--- config.mk ---
export PLATFORM = sky130hd
export DESIGN_NAME = mdu_sequencer
export DESIGN_NICKNAME = d
export VERILOG_FILES = /design/src/rtl/mdu_sequencer.sv
export SDC_FILE = /design/constraint.sdc
export NUM_CORES = 1
export LEC_CHECK = 0
export CAP_MARGIN = 20
export CORE_MARGIN = 8
export CORE_UTILIZATION = 35
export DETAILED_ROUTE_END_ITERATION = 12
export GPL_TIMING_DRIVEN = 0
export PLACE_DENSITY = 0.57
export SYNTH_ARGS = -nofsm -noshare
export SYNTH_HDL_FRONTEND = slang
export SYNTH_SLANG_ARGS = --single-unit
--- constraint.sdc ---
create_clock -name clk -period 3.7 [get_ports clk]
set_input_delay 0.74 -clock clk [delete_from_list [all_inputs] [get_ports clk]]
set_output_delay 0.74 -clock clk [all_outputs]
set_load 0.01 [all_outputs]
--- src/rtl/mdu_sequencer.sv ---
// rtl/mdu_sequencer.sv - iterative 32-bit multiply/divide unit with HI/LO registers
//
// Runs MULTU/MULT/DIVU/DIV as a 32-step shift-add multiply or restoring divide.
// Every op takes a fixed 34 cycles: one accept edge, 32 RUN edges and one SIGN edge.
// Optional feature macro: MDU_SIGNED_EN. When it is defined, MULT/DIV apply signed
// magnitude conversion and a sign fix-up. When it is not defined, op[0] is ignored.
//
// Ports:
//   clk     system clock; all state updates on the rising edge
//   reset   synchronous, active-high
//   start   EX-stage instruction is an MDU op
//   op      00 MULTU, 01 MULT, 10 DIVU, 11 DIV
//   srca    rs operand (multiplicand / dividend)
//   srcb    rt operand (multiplier / divisor)
//   rd_req  EX-stage instruction is MFHI/MFLO
//   busy    FSM not idle
//   stall   busy & (start | rd_req), combinational
//   done    one-cycle pulse in the first cycle HI/LO hold a new result
//   hi, lo  HI (product high / remainder) and LO (product low / quotient)

module mdu_sequencer (
  input  logic        clk,
  input  logic        reset,
  input  logic        start,
  input  logic [1:0]  op,
  input  logic [31:0] srca,
  input  logic [31:0] srcb,
  input  logic        rd_req,
  output logic        busy,
  output logic        stall,
  output logic        done,
  output logic [31:0] hi,
  output logic [31:0] lo
);

  localparam logic [1:0] S_IDLE = 2'd0;
  localparam logic [1:0] S_RUN  = 2'd1;
  localparam logic [1:0] S_SIGN = 2'd2;

  logic [1:0]  state_q, state_d;
  logic [4:0]  count_q, count_d;
  // Multiply: {partial product high, multiplier shifting out}.
  // Divide: {remainder, dividend shifting out / quotient shifting in}.
  logic [63:0] acc_q, acc_d;
  // Multiplicand (multiply) or divisor (divide), held as a magnitude.
  logic [31:0] opnd_q, opnd_d;
  logic        is_div_q, is_div_d;
  logic        div0_q, div0_d;
  // The original dividend is kept because divide-by-zero reports it unchanged in HI.
  logic [31:0] dvnd_q, dvnd_d;
  logic [31:0] hi_q, hi_d;
  logic [31:0] lo_q, lo_d;
  logic        done_q, done_d;

  logic [31:0] mag_a, mag_b;
  logic [63:0] result;
  logic [32:0] mul_sum;
  logic [33:0] div_diff;
  logic        div_ok;

`ifdef MDU_SIGNED_EN
  logic sa, sb;
  // neg_q: sign of product or quotient; neg_rem_q: sign of remainder (follows dividend).
  logic neg_q, neg_d;
  logic neg_rem_q, neg_rem_d;

  assign sa    = op[0] & srca[31];
  assign sb    = op[0] & srcb[31];
  assign mag_a = sa ? (32'd0 - srca) : srca;
  assign mag_b = sb ? (32'd0 - srcb) : srcb;

  always_comb begin
    neg_d     = neg_q;
    neg_rem_d = neg_rem_q;
    if (state_q == S_IDLE && start) begin
      neg_d     = sa ^ sb;
      neg_rem_d = sa;
    end
  end

  always_ff @(posedge clk) begin
    if (reset) begin
      neg_q     <= 1'b0;
      neg_rem_q <= 1'b0;
    end else begin
      neg_q     <= neg_d;
      neg_rem_q <= neg_rem_d;
    end
  end
`else
  logic unused_op0;
  assign unused_op0 = op[0];
  assign mag_a      = srca;
  assign mag_b      = srcb;
`endif

  // One iteration of each algorithm.
  assign mul_sum  = {1'b0, acc_q[63:32]} + (acc_q[0] ? {1'b0, opnd_q} : 33'd0);
  // Trial subtract of the left-shifted remainder; the MSB is the borrow.
  assign div_diff = {1'b0, acc_q[63:31]} - {2'b00, opnd_q};
  assign div_ok   = ~div_diff[33];

  // Final result with sign correction. A 0x80000000 / -1 result negates to itself,
  // so the signed-overflow case needs no special handling.
  always_comb begin
    result = acc_q;
`ifdef MDU_SIGNED_EN
    if (is_div_q) begin
      if (neg_q)     result[31:0]  = 32'd0 - acc_q[31:0];
      if (neg_rem_q) result[63:32] = 32'd0 - acc_q[63:32];
    end else if (neg_q) begin
      result = 64'd0 - acc_q;
    end
`endif
    if (div0_q) result = {dvnd_q, 32'hFFFF_FFFF};
  end

  always_comb begin
    state_d  = state_q;
    count_d  = count_q;
    acc_d    = acc_q;
    opnd_d   = opnd_q;
    is_div_d = is_div_q;
    div0_d   = div0_q;
    dvnd_d   = dvnd_q;
    hi_d     = hi_q;
    lo_d     = lo_q;
    done_d   = 1'b0;
    case (state_q)
      S_IDLE: begin
        if (start) begin
          is_div_d = op[1];
          div0_d   = op[1] & (srcb == 32'd0);
          dvnd_d   = srca;
          acc_d    = {32'd0, (op[1] ? mag_a : mag_b)};
          opnd_d   = op[1] ? mag_b : mag_a;
          count_d  = 5'd0;
          state_d  = S_RUN;
        end
      end
      S_RUN: begin
        if (is_div_q)
          acc_d = {(div_ok ? div_diff[31:0] : acc_q[62:31]), acc_q[30:0], div_ok};
        else
          acc_d = {mul_sum, acc_q[31:1]};
        count_d = count_q + 5'd1;
        if (count_q == 5'd31) state_d = S_SIGN;
      end
      S_SIGN: begin
        hi_d    = result[63:32];
        lo_d    = result[31:0];
        done_d  = 1'b1;
        state_d = S_IDLE;
      end
      default: state_d = S_IDLE;
    endcase
  end

  always_ff @(posedge clk) begin
    if (reset) begin
      state_q  <= S_IDLE;
      count_q  <= 5'd0;
      acc_q    <= 64'd0;
      opnd_q   <= 32'd0;
      is_div_q <= 1'b0;
      div0_q   <= 1'b0;
      dvnd_q   <= 32'd0;
      hi_q     <= 32'd0;
      lo_q     <= 32'd0;
      done_q   <= 1'b0;
    end else begin
      state_q  <= state_d;
      count_q  <= count_d;
      acc_q    <= acc_d;
      opnd_q   <= opnd_d;
      is_div_q <= is_div_d;
      div0_q   <= div0_d;
      dvnd_q   <= dvnd_d;
      hi_q     <= hi_d;
      lo_q     <= lo_d;
      done_q   <= done_d;
    end
  end

  assign busy  = (state_q != S_IDLE);
  assign stall = busy & (start | rd_req);
  assign done  = done_q;
  assign hi    = hi_q;
  assign lo    = lo_q;

endmodule

==> results.yml <==
synth:
  synth_cell_type_count: 65
  syn_area_per_cell_um2: 7.99
  synth_top_flop_cell: "dfxtp_1"
  synth_top_area_share_pct: 32.4
  syn_nets: 1700
  postSynth.asyncResetShare_pct: 0
  seq_area_frac_synth_pct: 32.4
  yosysWarnings: 0
  syn_inst: 1562
  synth.area.top_cells: "dfxtp_1 32%, mux2i_1 11%, a211oi_1 8.1%"
  ys_seq_elements: 202
  synth_largest_area_cell: "dfxtp_1"
  syn-cell-area_um2: 12500
  synth-edff-count: 0
sta:
  max_clock_freq_ghz: 0.277
  setup_viol: 0
  tightest_slew_ps: 1050
  post-route-period-util_pct: 97.5
  slew_violations: 0
  fin_skew_ps: 18.5
  finalHoldViolCount: 0
  period_minus_slack_ps: 3610
  grt_setup_unrepaired: "false"
  slew_headroom_pct: 29.5
layout:
  nFillCells: 3582
  n_antenna_cell: 0
  fin_cells: 2202
  utilization_pct: 43.2
  syn_to_final_growth_pct: 22.4
  layout-drive-gt1-share_pct: 3.68
  nets: 1862
  fin_area_um2: 15300
  final_cell_mix: "201 x dfxtp_1, 197 x nor2_1, 134 x clkdlybuf4s50_1, 132 x a211oi_1, 131 x mux2i_1"
  final_common_cell: "dfxtp_1"
setup_path:
  worst_path_max_delay_cell: "dfxtp_2"
  worstPathRequired_ps: 4130
  critical_path_class: "register to register"
  critPathArrivalTime_ps: 4040
  worst-r2r-setup-slack_ps: 90
  cpPeakStageDelay_ps: 460
  path_buf_inv: 1
  path_cells: "clkbuf_4 -> nand2_1 -> fa_1 -> nand2b_1 -> a21oi_1 -> o21ai_1 -> a211oi_2 -> o21ai_1 -> o21ai_1 -> xor2_1 -> o211ai_1 -> o21ai_0"
  end_kind: "register"
  path_delay_family: "compound AO/OA/AOI/OAI gates"
  critPathMostFrequentCell: "o21ai_1"
  crit_path_max_fanout: 10
  cp-start-kind: "register"
drt:
  avgViaCountPerCell: 5.63
  firstDrtPassIters: 9
  drt_iter0_markers: 941
  drtAntennaViolNets: 0
  wl_per_cell_um: 21.8
  vias: 12400
  drc_errors: 0
  finalWirelength_mm: 48.1
die:
  initial_core_util_pct: 35.3
  pin_count: 137
  fp.dieH_um: 205
  rows: 69
  core_area_um2: 35300
  die_x_um: 205
  dieArea_um2: 41900
power_and_ir_drop:
  p_per_area_nw_per_um2: 390
  leakage_nw: 5.83
  p_total_w: 0.00596
  peakVddDrop_mv: 0.269
global_route:
  grt_start_max_net_pins: 13
  antenna_found_initial: 1
  gr-total-overflow: 0
  grt.total_usage_pct: 22.3
  grt_pass1_wl_mm: 73.2
  grt_pass1_vias: 12100
placed_design:
  gp_congestion: 0.955
  place_area_um2: 14400
  port_buffers: 134
  dp.cells: 2158
  dp_hpwl_mm: 38.1
cts:
  clock_latency_ps: 530
  cts.sinks: 202
  cts_tree: "done"
  cts_root_buf: "clkbuf_16"
  h-tree-depth: 1
  cts.path.max_buffers: 3
  clk_pin_slew_ps: 60
  cts_inserted_buffers: 25
min_path:
  hold_class: "register to register"
outcome:
  status: "finished, final reports clean"
run:
  maxCapViolCount: 0
-- state kept, by name (all words and copies together), names as in the netlist --
name and cells:
div0_q 1, dvnd_q 32, acc_q 64, state_q 2, count_q 5, hi 32
is_div_q 1, done 1, opnd_q 32, lo 32
-- cell type report --
class	count	area [µm²]	share of cell area (%)
Buffer	108	418	2.74
Clock buffer	33	696	4.56
Clock inverter	11	146	0.959
Inverter	50	188	1.23
Multi-Input combinational cell	1202	7860	51.4
Sequential cell	202	4050	26.5
Tap cell	461	577	3.78
Timing Repair Buffer	135	1350	8.82
-- kinds of logic after synthesis --
kind of cell	share of synthesized area, %
multiplexers	10.5
adder cells (fa/ha/maj)	6.94
AO/OA/AOI/OAI	22.6
XOR/XNOR	3.30
buffers and inverters	4.82
AND/OR/NAND/NOR	19.4
flip-flops	32.4
-- timing repair --
item,4_1_cts,5_1_grt
endpoints found under the hold margin,0,0
hold buffers,0,0
gates resized for setup,4,4
setup buffers,0,0
endpoints found under the setup margin,13,7
-- through the flow --
stage	setup TNS, ps	hold WS, ps	setup WS, ps
2_1_floorplan	0	436	802
3_3_place_gp	-5580	441	-585
5_1_grt	0	477	3.14
6_report	0	454	90.7
3_5_place_dp	-2780	446	-578
4_1_cts	0	454	85.9
-- worst paths after layout --
check / start / to / cells after the start
max: acc_q[0] / acc_q[59] / 12
min: dvnd_q[0] / dvnd_q[0] / 2
max reg2reg: acc_q[0] / acc_q[59] / 12
min reg2reg: dvnd_q[0] / dvnd_q[0] / 2
-- power breakdown --
group / switching [W] / internal, W / leakage (nW)
logic: 0.000630 / 0.000391 / 3.77
registers: 0.000112 / 0.00227 / 1.65
clock network: 0.00102 / 0.00153 / 0.409
-- cell usage after synthesis, types with 3 or more instances --
cell type and count:
a211o_1 4, a31o_2 3, buf_1 13, nand2_1 125
a21o_1 27, or3_1 4, o221ai_1 3, a22oi_1 14
o21ai_1 11, o211ai_1 5, xnor2_1 29, nor2b_1 11
mux2i_1 131, dfxtp_1 202, nor3_1 76, ha_1 66
xor2_1 18, nand3_1 17, a221o_1 10, nor2_1 197
or2_2 3, and2_1 41, inv_1 50, o21ai_0 55
a21oi_1 114, a32oi_1 4, nand3b_1 4, buf_2 6
o21bai_1 5, a31oi_1 6, and3_1 9, nor4b_1 4
a211oi_1 135, o2111ai_1 3, nor4_1 8, nand2b_1 8
nand4_1 13, o21a_1 5, clkbuf_1 88
-- worst register-to-register path, delay by kind of cell (launching register included) --
kind,cells,cell delay (ps)
adder cells (fa/ha/maj),1,410
AND/OR/NAND/NOR,2,340
AO/OA/AOI/OAI,7,1820
XOR/XNOR,1,180
flip-flops,1,460
buffers and inverters,1,290
-- routing by layer --
layer / up-vias / global-route usage, % / wire length (µm) / part of all wire, %
met5: - / 0 / 15 / 0.031
met4: 2 / 8.20 / 1860 / 3.9
met3: 78 / 3.07 / 2870 / 6.0
met2: 423 / 36.9 / 22200 / 46
met1: 5917 / 29.1 / 21100 / 44
li1: 5979 / - / - / -
Power figures use the tool's default switching activity.
==> RTL change (same flow settings) <==
The option `MDU_SIGNED_EN` is turned on by a define.
--- a/src/rtl/mdu_sequencer.sv
+++ b/src/rtl/mdu_sequencer.sv
@@ -18,4 +18,6 @@
 //   done    one-cycle pulse in the first cycle HI/LO hold a new result
 //   hi, lo  HI (product high / remainder) and LO (product low / quotient)
+
+`define MDU_SIGNED_EN
 
 module mdu_sequencer (
Check against the original RTL: no difference found for any inputs over 10 cycles, from zero or initial values and one cycle with reset high; that may be too few to reach the edited logic, so the function may still have changed.
==> RTL change against the original RTL <==
- the flow now finishes with violations (setup timing)
- setup slack got worse by 0.16 ns
- wire length increased by 48%
- critical path depth decreased by 6
- synthesized area increased by 23%
- cell area increased by 23%
- largest cell class unchanged
- core utilization increased by 0.24 points
- die area increased by 21%
- total power increased by 16%
- sequential cell count increased by 2
- combinational power increased by 89%
- largest power group unchanged
- global-route usage increased by 4.6 points
==> RTL change: results (changes against the original RTL) <==
.. list-table::
   :header-rows: 1

   * - Metric
     - Value
   * - Source-to-sink clock delay at the later pin of the worst-skew pair
     - 0.55 ns (+0.02 ns)
   * - Worst R2R Start
     - is_div_q
   * - Clk_skew
     - 0.0127 ns (-0.00572 ns)
   * - Number of buffers inserted by post-CTS setup repair
     - 13 (+13)
   * - Setup-failing EPs final
     - 2 (+2)
   * - Share of the yosys chip area belonging to registers
     - 26.6% (-5.8 points)
   * - Worst reg2reg path endpoint
     - acc_q[47]
   * - Cells on worst reg2reg path
     - 6 (-6)
   * - Vias in the first global route
     - 16,210 (+34%)
   * - Yosys cell types
     - 78 (+20%)
   * - Number of vias in the routed layout
     - 17,027 (+37%)
   * - First-pass GRT wire length
     - 104 mm (+42%)
   * - Weighted congestion at the end of routability-driven global placement
     - 0.961 (+0.61%)
   * - Cells after Synth
     - 2,064 (+32%)
   * - Initial antenna violation count
     - 0 (-1)
   * - Final-stage net count
     - 2,383 (+28%)
   * - Post-CTS sizing
     - 48 (+44)
   * - Result of the run
     - complete, but fails checks
   * - Most instantiated cells after synthesis
     - sky130_fd_sc_hd__nand2_1 (247), sky130_fd_sc_hd__a21oi_1 (223), sky130_fd_sc_hd__dfxtp_1 (204)
   * - Hold_sp
     - dvnd_q[19]
   * - Violations in the final reports
     - setup timing
   * - First drt pass iteration count
     - 5 (-4)
   * - Number of inserted filler cells in the final layout
     - 4,501 (+26%)
   * - Net count after synthesis
     - 2,206 (+30%)
   * - Final standard cell count with taps included and fillers excluded
     - 2,841 (+29%)
   * - Critical Path AT
     - 4.21 ns (+0.17 ns)
   * - Most area-consuming cells after synthesis
     - sky130_fd_sc_hd__dfxtp_1 (27%), sky130_fd_sc_hd__a21oi_1 (7.3%), sky130_fd_sc_hd__nand2_1 (6.0%)
   * - Worst-case setup slack after placement
     - -1.22 ns (-0.639 ns)
   * - Cell area after placement
     - 17,400 um^2 (+21%)
   * - Share of cells above drive strength 1
     - 6.74% (+3.1 points)
   * - Number of DRC violations after detailed-routing iteration 0
     - 1,789 (+90%)
   * - Leakage power total
     - 7.08 nW (+22%)
   * - Overall routed net length
     - 71.4 mm (+48%)
   * - Largest vdd supply drop
     - 271 uV (+0.57%)
   * - Worst hold path endpoint
     - dvnd_q[19]
   * - Setup WS post-layout
     - -0.0710 ns (-0.162 ns)
==> RTL change: changes by cell type in the layout (fill, tap and decap cells not counted), moves of 70 or more <==
cell / before / now
sky130_fd_sc_hd__a21oi_1: 114 / 217
sky130_fd_sc_hd__a211oi_1: 132 / 60
sky130_fd_sc_hd__mux2i_1: 131 / 51
sky130_fd_sc_hd__o21ai_0: 54 / 153
sky130_fd_sc_hd__nand2_1: 125 / 246
sky130_fd_sc_hd__xor2_1: 18 / 88
==> RTL change: cell type report <==
class | instances | area [um^2] | share of cell area [%]
multi-input cells | 1642 | 10800 | 57.3
flip-flops and latches | 204 | 4090 | 21.8
repair buffers | 151 | 1490 | 7.92
well taps | 585 | 732 | 3.90
clock buffers | 32 | 692 | 3.69
plain buffers | 145 | 604 | 3.22
inverters | 72 | 273 | 1.45
clock inverters | 10 | 131 | 0.700
==> RTL change: layer usage <==
layer	vias up	share of wire, %	GRT usage [%]
met5	-	0	0
li1	7894	-	-
met2	829	42	40.5
met1	8142	44	37.0
met3	162	8.5	4.72
met4	0	4.5	12.1
==> RTL change: per-stage QoR <==
stage               setup TNS, ns  util (%)
finish                     -0.136      43.5
floorplan                       0         -
global route              -0.0474      43.5
global placement           -41.59      40.4
CTS                             0      43.0
detailed placement         -41.16      40.4
==> RTL change: power by group <==
| group | switching, mW | internal (mW) |
|---|---|---|
| Sequential | 0.112 | 2.30 |
| Clock | 1.04 | 1.52 |
| Combinational | 1.25 | 0.680 |
| Total | 2.40 | 4.49 |
==> RTL change: logic make-up (layout without fill, tap and decap cells) <==
family          count (synthesis)  in the layout  synth area share, %
simple gates                  634            634                 19.4
flops                         204            204                 26.6
fa+ha+maj                      72             72                 5.97
xor+xnor                      164            164                 9.36
compound gates                717            717                 29.7
mux                            55             55                 3.62
buf+inv                       218            410                 5.44
==> RTL change: worst max-delay path by stage <==
stage	slack, ns	to	depth (start not counted)	from
after CTS	0.009	hi[28]	10	acc_q[14]
after detailed placement	-1.22	acc_q[58]	13	acc_q[0]
after global routing	-0.03	acc_q[63]	14	acc_q[0]
after global placement	-1.27	acc_q[58]	13	acc_q[0]
final	-0.07	acc_q[47]	6	is_div_q
after floorplan	0.05	hi[4]	13	acc_q[0]
==> RTL change: critical path: stages, from the launching register on <==
cell                       delay (ns)
sky130_fd_sc_hd__dfxtp_1         0.31
sky130_fd_sc_hd__clkbuf_1        0.55
sky130_fd_sc_hd__buf_1           0.48
sky130_fd_sc_hd__clkbuf_1        0.85
sky130_fd_sc_hd__clkbuf_1        0.82
sky130_fd_sc_hd__o21ai_0         0.31
sky130_fd_sc_hd__a311oi_1        0.32
